==> config.mk <==
export PLATFORM = sky130hd
export DESIGN_NAME = netbus_frame_arbiter
export DESIGN_NICKNAME = d
export VERILOG_FILES = /design/src/rtl/netbus_frame_arbiter.sv
export SDC_FILE = /design/constraint.sdc
export NUM_CORES = 1
export LEC_CHECK = 0
export BUFFER_PORTS_ARGS = -buffer_cell sky130_fd_sc_hd__buf_2
export CAP_MARGIN = 20
export CORE_AREA = 2 2 105 107
export DETAILED_ROUTE_END_ITERATION = 6
export DIE_AREA = 0 0 107 109
export SETUP_SLACK_MARGIN = 0.05
export SLEW_MARGIN = 20
export SYNTH_ARGS = -nofsm -noshare
export SYNTH_HDL_FRONTEND = slang
export SYNTH_SLANG_ARGS = --single-unit
==> constraint.sdc <==
create_clock -name CLK -period 1.8 [get_ports CLK]
set_clock_uncertainty 0.2 [all_clocks]
set_input_delay 0.09 -clock CLK [delete_from_list [all_inputs] [get_ports CLK]]
set_output_delay 0.09 -clock CLK [all_outputs]
set_load 0.005 [all_outputs]
==> src/rtl/netbus_frame_arbiter.sv <==
// Frame-aware round-robin arbiter feeding the single NetBus FIFO write port.
// Optional per-frame beat limit with ABORT pulse: define NETBUS_ARB_FRAME_LIMIT_EN.

module netbus_arb_port #(
  parameter int W = 50
)(
  input  logic         i_grant,
  input  logic         i_lock,
  input  logic         i_valid,
  input  logic         i_m_ready,
  input  logic [W-1:0] i_data,
  output logic         o_ready,
  output logic         o_valid,
  output logic [W-1:0] o_data
);
  // Each slice contributes only while it owns the lock, so the top can OR-reduce.
  assign o_ready = i_lock & i_grant & i_m_ready;
  assign o_valid = i_lock & i_grant & i_valid;
  assign o_data  = i_grant ? i_data : '0;
endmodule

module netbus_frame_arbiter #(
  parameter int DATA_WIDTH = 4,
  parameter int NUM_PORTS  = 4,
  parameter int PTR_W      = 4
`ifdef NETBUS_ARB_FRAME_LIMIT_EN
  , parameter int MAX_BEATS = 64
`endif
)(
  input  logic                                   CLK,
  input  logic                                   RESET,
  input  logic [NUM_PORTS*(DATA_WIDTH*9+14)-1:0] S_DATA,
  input  logic [NUM_PORTS-1:0]                   S_VALID,
  output logic [NUM_PORTS-1:0]                   S_READY,
  output logic [DATA_WIDTH*9+14-1:0]             M_DATA,
  output logic                                   M_VALID,
  input  logic                                   M_READY,
  output logic [NUM_PORTS-1:0]                   GRANT,
  output logic                                   BUSY
`ifdef NETBUS_ARB_FRAME_LIMIT_EN
  , output logic                                 ABORT
`endif
);
  localparam int W = DATA_WIDTH*9+14;
  localparam logic [0:0] ST_IDLE = 1'b0;
  localparam logic [0:0] ST_LOCK = 1'b1;

  logic [0:0]           r_state;
  logic [NUM_PORTS-1:0] r_grant;
  logic [PTR_W-1:0]     r_gidx;
  logic [PTR_W-1:0]     r_ptr;

  logic [NUM_PORTS-1:0][W-1:0] w_s_data;
  logic [NUM_PORTS-1:0][W-1:0] w_port_data;
  logic [NUM_PORTS-1:0]        w_port_valid;
  logic [NUM_PORTS-1:0]        w_port_ready;
  logic [W-1:0]                w_sel_data;
  logic                        w_lock;
  logic                        w_xfer;
  logic                        w_last;
  logic                        w_pick_found;
  logic [NUM_PORTS-1:0]        w_pick_oh;
  logic [PTR_W-1:0]            w_pick_idx;
  logic [PTR_W-1:0]            w_ptr_next;

  assign w_s_data = S_DATA;
  // Reset gates the data path so nothing is accepted in the cycle reset is applied.
  assign w_lock   = (r_state == ST_LOCK) && !RESET;

  genvar gi;
  generate
    for (gi = 0; gi < NUM_PORTS; gi++) begin : g_port
      netbus_arb_port #(.W(W)) u_port (
        .i_grant   (r_grant[gi]),
        .i_lock    (w_lock),
        .i_valid   (S_VALID[gi]),
        .i_m_ready (M_READY),
        .i_data    (w_s_data[gi]),
        .o_ready   (w_port_ready[gi]),
        .o_valid   (w_port_valid[gi]),
        .o_data    (w_port_data[gi])
      );
    end
  endgenerate

  always_comb begin
    w_sel_data = '0;
    for (int i = 0; i < NUM_PORTS; i++) w_sel_data = w_sel_data | w_port_data[i];
  end

  assign S_READY = w_port_ready;
  assign M_VALID = |w_port_valid;
  assign w_xfer  = M_VALID & M_READY;
  assign GRANT   = r_grant;
  assign BUSY    = (r_state == ST_LOCK);

`ifdef NETBUS_ARB_FRAME_LIMIT_EN
  localparam int CNT_W = $clog2(MAX_BEATS+1);
  logic [CNT_W-1:0] r_beats;
  logic             w_force;

  assign w_force = w_lock && (r_beats == CNT_W'(MAX_BEATS-1));
  assign M_DATA  = w_lock ? {w_sel_data[W-1:1], w_sel_data[0] | w_force} : '0;
  assign ABORT   = w_xfer & w_force & ~w_sel_data[0];

  always_ff @(posedge CLK) begin
    if (RESET || r_state == ST_IDLE) r_beats <= '0;
    else if (w_xfer)                 r_beats <= r_beats + CNT_W'(1);
  end
`else
  assign M_DATA = w_lock ? w_sel_data : '0;
`endif

  assign w_last = M_DATA[0];

  // First requester at or above the pointer, wrapping modulo NUM_PORTS.
  always_comb begin
    w_pick_found = 1'b0;
    w_pick_oh    = '0;
    w_pick_idx   = '0;
    for (int k = 0; k < NUM_PORTS; k++) begin
      for (int i = 0; i < NUM_PORTS; i++) begin
        if (!w_pick_found && S_VALID[i] && (((int'(r_ptr) + k) % NUM_PORTS) == i)) begin
          w_pick_found = 1'b1;
          w_pick_oh[i] = 1'b1;
          w_pick_idx   = PTR_W'(i);
        end
      end
    end
  end

  assign w_ptr_next = (r_gidx == PTR_W'(NUM_PORTS-1)) ? '0 : r_gidx + PTR_W'(1);

  always_ff @(posedge CLK) begin
    if (RESET) begin
      r_state <= ST_IDLE;
      r_grant <= '0;
      r_gidx  <= '0;
      r_ptr   <= '0;
    end else begin
      case (r_state)
        ST_IDLE: begin
          if (w_pick_found) begin
            r_state <= ST_LOCK;
            r_grant <= w_pick_oh;
            r_gidx  <= w_pick_idx;
          end
        end
        ST_LOCK: begin
          if (w_xfer && w_last) begin
            r_state <= ST_IDLE;
            r_grant <= '0;
            r_ptr   <= w_ptr_next;
          end
        end
        default: begin
          r_state <= ST_IDLE;
          r_grant <= '0;
        end
      endcase
    end
  end
endmodule

==> qor.yml, run 1 <==
status: "finished, final reports clean"
rows: 38
intPower_mw: 0.709
clockBufferDepth: 2
clockRootBuffer: "clkbuf_8"
ant_nets: 0
drive_gt1_share_pct: 60.1
h-tree-depth: 1
antenna_found_initial: 0
diodes: 0
post-route-period-util_pct: 93.4
synth.avg_cell_area_um2: 7.23
use_met1_pct: 17.0
p_per_area_nw_per_um2: 350
setup-violations-final: 0
p_leak_nw: 1.57
die_area_um2: 11700
crit_required_ps: 1510
min_delay_path_depth: 3
hold_viol_final: 0
place_hpwl_um: 7430
io_pins: 267
ir_drop_uv: 217
die_y_um: 109
rsz0062_at_grt: "yes"
top_usage_layer: "met2"
ys_seq_area_share_pct: 9.97
maxCapViolations: 0
syn-num-nets: 458
stdcell_count: 631
yosys.cell_types.count: 29
p_sw_share_pct: 38.0
coreArea_um2: 10600
wl_um: 9280
met2_usage_pct: 25.6
grt-ovfl-total: 0
port_buffers: 266
holdCritPathClass: "in -> reg"
power_mw: 1.14
final_max_slew_viol_count: 0
async_reset_ff_share_pct: 0
path_max_fanout: 23
seqCellArea_um2: 185
drtPass1Iterations: 5
power_frac_seq_pct: 20.9
worstSetupPathType: "reg -> out"
dr.first_iter.drc_count: 213
yosys_warnings: 0
place_congestion: 0.820
reg2reg_slack_ps: 200
wl_per_cell_um: 14.7
synth_seq_cells: 9
period_needed_ps: 1680
cts_buffers: 3
start_kind: "flip-flop"
synth_edf_count: 0
power_frac_comb_pct: 58.7
reg2reg_depth: 4
fmax_mhz: 595
syn_area_um2: 1810
grt_pass1_wl_um: 13300
cts.sinks: 9
drc: 0
clock_latency_ps: 230
p_clk_share_pct: 20.4
dp.cells: 626
via_count: 3126
relSlewSlack_pct: 63.4
grt.met3_usage_pct: 1.26
cp.arrival_ps: 1390
ys.flop_type: "dfxtp_1"
post-cts-setup-buffers: 0
start_util_pct: 17.1
syn_to_final_growth_pct: 80.8
crit_path_end_kind: "output port"
syn_inst: 250
worstMarginPinSlew_ps: 542
fillers: 1167
grt_usage_pct: 13.8
grt_pass1_vias: 2772
power.switching_mw: 0.434
avgViaCountPerCell: 4.95
tns_ps: 0
multi_input_area_um2: 1410
path_clk_slew_ps: 40
cts_tree: "done"
die_w_um: 107
grt_max_degree: 31
fin_nets: 700
critical path: stages, from the launching register on:
cell	delay [ps]
dfxtp_2	380
buf_4	280
a22oi_1	110
a21oi_1	220
buf_2	150
power groups by stage:
stage          clock [mW]  combinational [mW]  sequential (mW)
2_1_floorplan           0               0.317            0.231
3_3_place_gp            0               0.642            0.240
3_5_place_dp            0               0.657            0.241
4_1_cts             0.237               0.662            0.238
5_1_grt             0.252               0.737            0.242
6_report            0.233               0.671            0.239
stage by stage:
stage	hold slack [ps]	utilization, %	area (um^2)	setup WS [ps]
finish	42.9	30.8	3270	119
global route	69.3	30.8	3270	45.2
CTS	46.2	30.6	3240	51.6
detailed placement	214	30.1	3190	244
global placement	191	30.1	3190	334
floorplan	102	-	1810	309
routing by layer:
layer	vias up	wire [um]	share of wire [%]
met5	-	0	0
met1	1400	3540	38
met3	14	882	9.5
met4	0	133	1.4
met2	216	4730	51
li1	1496	-	-
flip-flops by register name, indices dropped and copies added (netlist names):
signal  cells
BUSY        1
GRANT       4
r_ptr       2
r_gidx      2
cell families after synthesis:
logic type | Yosys count | share of synthesized area, %
flip-flops | 9 | 9.97
adder cells (fa/ha/maj) | 1 | 0.692
AND/OR/NAND/NOR | 25 | 8.17
AO/OA/AOI/OAI | 173 | 69.1
buffers and inverters | 42 | 12.0
synthesized netlist by cell type, types with 3 or more instances:
cell | n | share of area, %
a21oi_1 | 55 | 15
o21ai_0 | 3 | 0.83
buf_4 | 10 | 4.2
nor2_1 | 5 | 1.0
buf_6 | 3 | 1.9
nand2b_1 | 6 | 2.1
clkbuf_1 | 27 | 5.6
a22oi_2 | 3 | 2.1
and3_1 | 4 | 1.4
a22oi_1 | 98 | 41
dfxtp_1 | 9 | 10
final cells by class:
| cell class | count | area share, % |
|---|---|---|
| Sequential cell | 9 | 5.67 |
| Multi-Input combinational cell | 199 | 43.2 |
| Clock buffer | 4 | 1.38 |
| Timing Repair Buffer | 277 | 44.1 |
| Tap cell | 140 | 5.36 |
| Inverter | 2 | 0.230 |
layout by cell type (no fill, tap or decap), types with 3 or more instances in the layout:
master / count
a21oi_1: 55
and3_1: 4
buf_2: 266
a22oi_2: 3
nand2b_1: 5
buf_4: 3
dfxtp_2: 4
clkbuf_8: 3
nor2_1: 5
o21ai_0: 3
buf_6: 7
a22oi_1: 98
dfxtp_1: 5
worst paths after layout:
path                                 from          to
worst max-delay path             GRANT[1]  M_DATA[34]
worst min-delay path                RESET    r_ptr[0]
worst max register to register   r_ptr[1]   r_gidx[1]
worst min register to register  r_gidx[0]   r_gidx[0]
repair_timing:
item | in CTS | in global routing
hold buffers | 1 | 0
hold endpoints to repair | 3 | 0
gates resized for setup | 0 | 7
endpoints found under the setup margin | 0 | 24
(Power assumes the default switching activity.)
==> run 2, diff against run 1 <==
ABC_AREA = 1   (was unset)
CORE_AREA = 2 2 103 105   (was 2 2 105 107)
DIE_AREA = 0 0 105 107   (was 0 0 107 109)
==> run 2 against run 1 <==
Via count grew 27%. The run now ends with hold timing, setup timing left. Non-clock buffer count grew 33. Wire length grew 34%. Sequential power shrank 4%. Die area shrank 3.7%. Synthesized cell count grew 63%. Combinational power grew 19%. Final area grew 33%. Clock power grew 4%. Critical path depth grew 7. Largest power group unchanged.
==> qor.yml, run 2 <==
synth_most_common_cell: "nand2_1"  # was a22oi_1
holdCritPathClass: "in -> reg"  # unchanged
synth_top_cell_by_area: "nand2_1"  # was a22oi_1
syn_inst: 407  # was 250
h-tree-depth: 1  # unchanged
die_y_um: 107  # was 109 um
diodes: 0  # unchanged
clockRootBuffer: "clkbuf_8"  # unchanged
via_count: 3980  # was 3126
async_reset_ff_share_pct: 0  # unchanged
synth-xor-area-share_pct: 0  # unchanged
start_kind: "flip-flop"  # unchanged
cts_tree: "done"  # unchanged
mostFrequentLayoutCells: "buf_2 (266), nand2_1 (222), a41oi_2 (36)"  # was buf_2 (266), a22oi_1 (98), a21oi_1 (55)
syn_to_final_growth_pct: 102  # was 80.8%
crit_path_end_kind: "flip-flop"  # was output port
rows: 37  # was 38
synth_top_area_share_pct: 39.0  # was 40.7%
place_hpwl_um: 8820  # was 7430 um
dr.first_iter.drc_count: 236  # was 213
setup-violations-final: 7  # was 0
clock_latency_ps: 240  # was 230 ps
cts_buffers: 3  # unchanged
slowest_stage: "dfxtp_4"  # was dfxtp_2
synthTopCellsByArea: "nand2_1 (39%), a41oi_1 (20%), dfxtp_1 (8.4%)"  # was a22oi_1 (41%), a21oi_1 (15%), dfxtp_1 (10%)
port_buffers: 266  # unchanged
final_common_cell: "buf_2"  # unchanged
p_leak_nw: 1.94  # was 1.57 nW
place_congestion: 0.880  # was 0.820
reg2reg_slack_ps: -240  # was 200 ps
wl_um: 12500  # was 9280 um
fillers: 1088  # was 1167
p_per_area_nw_per_um2: 293  # was 350 nW/um^2
wl_per_cell_um: 15.2  # was 14.7 um
slowest_delay_ps: 410  # was 380 ps
synthAdderAreaFrac_pct: 0.582  # was 0.692%
grt_max_degree: 34  # was 31
fmax_mhz: 489  # was 595 MHz
grt_pass1_wl_um: 17700  # was 13300 um
relSlewSlack_pct: 82.6  # was 63.4%
clockBufferDepth: 2  # unchanged
grt_usage_pct: 18.8  # was 13.8%
timing.hold.ws_ps: -69.1  # was 42.9 ps
final_max_slew_viol_count: 0  # unchanged
drive_gt1_share_pct: 56.4  # was 60.1%
stdcell_count: 819  # was 631
grt_pass1_vias: 3926  # was 2772
period_needed_ps: 2040  # was 1680 ps
yosys.cell_types.count: 24  # was 29
path_common_cell: "nor2_4"
synth.avg_cell_area_um2: 5.28  # was 7.23 um^2
die_area_um2: 11200  # was 11700 um^2
coreArea_um2: 10100  # was 10600 um^2
grt-ovfl-total: 0  # unchanged
synth_seq_cells: 9  # unchanged
largest_reg_flops: 4  # unchanged
ys_seq_area_share_pct: 8.39  # was 9.97%
fin_nets: 892  # was 700
synth_mux_area_share_pct: 0  # unchanged
rsz0062_at_grt: "yes"  # unchanged
synth_simple_gate_area_share_pct: 54.6  # was 8.17%
ant_nets: 0  # unchanged
synth_compound_area_share_pct: 24.4  # was 69.1%
violations: "hold timing, setup timing"
path_clk_slew_ps: 50  # was 40 ps
worstPathCellList: "nor2_4 > buf_4 > nand2_1 > nand4_4 > nor2_4 > nand4_4 > nor2_4 > nand3_2 > nand3b_1 > nand2_1 > a21oi_2"  # was buf_4 > a22oi_1 > a21oi_1 > buf_2
avgViaCountPerCell: 4.86  # was 4.95
worstSetupPathType: "reg -> reg"  # was reg -> out
status: "complete, but fails checks"  # was finished, final reports clean
path_max_fanout: 6  # was 23
cts.sinks: 9  # unchanged
post-route-period-util_pct: 114  # was 93.4%
syn_area_um2: 2150  # was 1810 um^2
syn-num-nets: 615  # was 458
worstMarginPinSlew_ps: 260  # was 542 ps
antenna_found_initial: 0  # unchanged
yosys_warnings: 0  # unchanged
drtPass1Iterations: 4  # was 5
crit_required_ps: 1770  # was 1510 ps
io_pins: 267  # unchanged
cp.arrival_ps: 2010  # was 1390 ps
synth_edf_count: 0  # unchanged
die_w_um: 105  # was 107 um
dp.cells: 800  # was 626
start_util_pct: 21.3  # was 17.1%
synth_common_cells: "nand2_1 (223), a41oi_1 (49), clkbuf_1 (23)"  # was a22oi_1 (98), a21oi_1 (55), clkbuf_1 (27)
setup_ws_ps: -244  # was 119 ps
tns_ps: -1280  # was 0 ps
ir_drop_uv: 198  # was 217 uV
power_mw: 1.27  # was 1.14 mW
synth_top_family_by_area: "simple AND/OR/NAND/NOR gates"  # was compound AO/OA/AOI/OAI gates
hold_viol_final: 4  # was 0
ys.flop_type: "dfxtp_1"  # unchanged
drc: 0  # unchanged
maxCapViolations: 0  # unchanged
-- run 2: cells by family after synthesis --
| kind of cell | count (synthesis) |
|---|---|
| buffers and inverters | 55 |
| adders and majority gates | 1 |
| DFF | 9 |
| AOI/OAI and AO/OA | 65 |
| and+or+nand+nor | 277 |
-- run 2: path summary, 6_finish.rpt --
path,depth (start not counted),to,start
worst min-delay path,2,GRANT[1],RESET
worst min register to register,4,r_gidx[1],r_gidx[1]
worst max register to register,11,GRANT[2],r_ptr[0]
worst max-delay path,11,GRANT[2],r_ptr[0]
-- run 2: final cells by class --
type                            instances  area [um^2]  share of cell area, %
Sequential cell                         9          194                   4.47
Timing Repair Buffer                  310         1770                   40.8
Inverter                               16         67.6                   1.56
Multi-Input combinational cell        344         2090                   48.2
Tap cell                              136          170                   3.92
Clock buffer                            4         45.0                   1.04
-- run 2: timing repair --
item	in CTS	in global routing
endpoints found under the hold margin	5	4
setup endpoints to repair	56	58
pin swaps	9	7
setup buffers	7	3
resized for setup	19	50
gates cloned	1	4
-- run 2: per-stage QoR --
step | setup slack (ps) | cell area [um^2] | utilization (%)
2_1_floorplan | -132 | 2190 | -
3_3_place_gp | -158 | 3740 | 37.0
3_5_place_dp | -244 | 3740 | 37.0
4_1_cts | -153 | 3940 | 39.1
5_1_grt | -346 | 4340 | 43.0
6_report | -244 | 4340 | 43.0
-- run 2: per-layer routing --
layer  global-route usage [%]  routed length [um]  up-vias
met5                        0                   0        -
met2                     36.5                6490      195
li1                         -                   -     1932
met4                     5.43                 189        0
met1                     21.4                4980     1834
met3                     2.07                 792       19
-- run 2: worst max-delay path, delay by kind of cell (launching register included) --
family                 cells  cell delay (ps)
flip-flops                 1              410
AO/OA/AOI/OAI              1              140
AND/OR/NAND/NOR            9             1070
buffers and inverters      1              150
-- run 2: power by group --
part	internal, mW	leakage (nW)	switching, mW
Clock	0.155	0.0228	0.0884
Sequential	0.213	0.0771	0.0161
Combinational	0.387	1.84	0.413
Total	0.755	1.94	0.517
==> run 3, diff against run 2 <==
SKIP_CTS_REPAIR_TIMING = 1   (was unset)
==> run 3 against run 2 <==
The flow still finishes with violations (hold timing, setup timing). Sequential share of layout area barely moved. Non-clock buffer count decreased by 2. Sequential cell count is the same. Sequential power about the same. Power grew 0.36%. Die area did not move. Utilization is 0.099 points higher. Wire length is 0.92% lower. Clock power about the same. Register-to-register slack better by 30 ps. First-iteration DRC count did not move. Critical path type unchanged. Highest routed layer unchanged.
==> qor.yml, run 3 (synthesis gave the netlist of run 2 again) <==
fin_nets: 890  # was 892
grt_usage_pct: 18.3  # was 18.8%
hold_viol_final: 4  # unchanged
timing.hold.ws_ps: -87.0  # was -69.1 ps
rows: 37  # unchanged
cts.sinks: 9  # unchanged
maxCapViolations: 0  # unchanged
syn_to_final_growth_pct: 103  # was 102%
p_leak_nw: 1.94  # about the same
h-tree-depth: 1  # unchanged
relSlewSlack_pct: 77.7  # was 82.6%
setup_ws_ps: -217  # was -244 ps
path_max_fanout: 6  # unchanged
p_per_area_nw_per_um2: 293  # about the same
holdCritPathClass: "in -> reg"  # unchanged
io_pins: 267  # unchanged
antenna_found_initial: 0  # unchanged
slowest_delay_ps: 410  # about the same
place_hpwl_um: 8820  # unchanged
post-route-period-util_pct: 112  # was 114%
grt_max_degree: 34  # unchanged
final_common_cell: "buf_2"  # unchanged
die_area_um2: 11200  # unchanged
start_util_pct: 21.3  # unchanged
power_mw: 1.28  # was 1.27 mW
coreArea_um2: 10100  # unchanged
worstSetupPathType: "reg -> reg"  # unchanged
clockBufferDepth: 2  # unchanged
critical_path_buf_inv_count: 1  # unchanged
clock_latency_ps: 240  # about the same
ant_nets: 0  # unchanged
path_clk_slew_ps: 40  # was 50 ps
via_count: 3988  # was 3980
post-route-util_pct: 43.1  # was 43.0%
grt-ovfl-total: 0  # unchanged
grt_pass1_vias: 3814  # was 3926
dp.cells: 800  # unchanged
worstMarginPinSlew_ps: 335  # was 260 ps
status: "complete, but fails checks"  # unchanged
violations: "hold timing, setup timing"  # unchanged
final_max_slew_viol_count: 0  # unchanged
crit_required_ps: 1770  # about the same
crit_path_end_kind: "flip-flop"  # unchanged
avgViaCountPerCell: 4.88  # was 4.86
tns_ps: -1380  # was -1280 ps
fmax_mhz: 496  # was 489 MHz
slowest_stage: "dfxtp_4"  # unchanged
diodes: 0  # unchanged
wl_per_cell_um: 15.1  # was 15.2 um
clockRootBuffer: "clkbuf_8"  # unchanged
die_y_um: 107  # unchanged
rsz0062_at_grt: "yes"  # unchanged
ir_drop_uv: 195  # was 198 uV
start_kind: "flip-flop"  # unchanged
drc: 0  # unchanged
path_delay_family: "simple AND/OR/NAND/NOR gates"  # unchanged
place_congestion: 0.880  # unchanged
cp.arrival_ps: 1990  # was 2010 ps
period_needed_ps: 2020  # was 2040 ps
drtPass1Iterations: 4  # unchanged
dr.first_iter.drc_count: 236  # unchanged
grt_pass1_wl_um: 17300  # was 17700 um
die_w_um: 105  # unchanged
stdcell_count: 817  # was 819
largest_reg_flops: 4  # unchanged
fillers: 1094  # was 1088
wl_um: 12300  # was 12500 um
port_buffers: 266  # unchanged
worstPathCellList: "nor2_4 > buf_4 > nand2_1 > nand4_4 > nor2_4 > nand4_4 > nor2_4 > nand4_4 > nand2_4 > nand3_2 > a21oi_2"  # was nor2_4 > buf_4 > nand2_1 > nand4_4 > nor2_4 > nand4_4 > nor2_4 > nand3_2 > nand3b_1 > nand2_1 > a21oi_2
cts_buffers: 3  # unchanged
drive_gt1_share_pct: 55.9  # was 56.4%
mostFrequentLayoutCells: "buf_2 (266), nand2_1 (222), a41oi_2 (35)"  # was buf_2 (266), nand2_1 (222), a41oi_2 (36)
setup-violations-final: 8  # was 7
cts_tree: "done"  # unchanged
-- run 3: layer usage --
metal  track usage (%)  wire (um)
met2              35.2       6460
met4              4.67        210
met1              21.3       4860
met3              2.13        810
met5                 0          0
-- run 3: cell type report --
type | count | area, um^2 | area share, %
inverter | 16 | 77.6 | 1.78
sequential | 9 | 194 | 4.46
clock buffer | 4 | 45.0 | 1.04
multi-input combinational | 344 | 2080 | 47.8
tap | 136 | 170 | 3.91
timing repair buffer | 308 | 1780 | 41.0
-- run 3: stage by stage --
| step | area [um^2] | setup slack [ps] |
|---|---|---|
| final | 4350 | -217 |
| after global routing | 4350 | -330 |
| after floorplan | 2190 | -132 |
| after detailed placement | 3740 | -244 |
| after CTS | 3780 | -256 |
| after global placement | 3740 | -158 |
-- run 3: worst paths after layout --
kind | slack (ps) | end | cells past startpoint | start
hold / removal | -90 | GRANT[3] | 2 | RESET
setup reg to reg | -220 | GRANT[2] | 11 | r_ptr[0]
hold reg to reg | 350 | r_gidx[1] | 4 | r_gidx[1]
setup / recovery | -220 | GRANT[2] | 11 | r_ptr[0]
-- run 3: power by group --
group          switching [mW]  internal, mW  leakage (nW)  total, mW
Combinational           0.413         0.394          1.84      0.806
Sequential             0.0159         0.213        0.0771      0.229
Clock                  0.0862         0.155        0.0228      0.241
Total                   0.515         0.762          1.94       1.28
-- run 3: worst reg2reg max path: stages (launching register included) --
cell and delay [ps]:
dfxtp_4 410, nor2_4 60, buf_4 150, nand2_1 140
nand4_4 130, nor2_4 130, nand4_4 100, nor2_4 170
nand4_4 130, nand2_4 130, nand3_2 80, a21oi_2 140
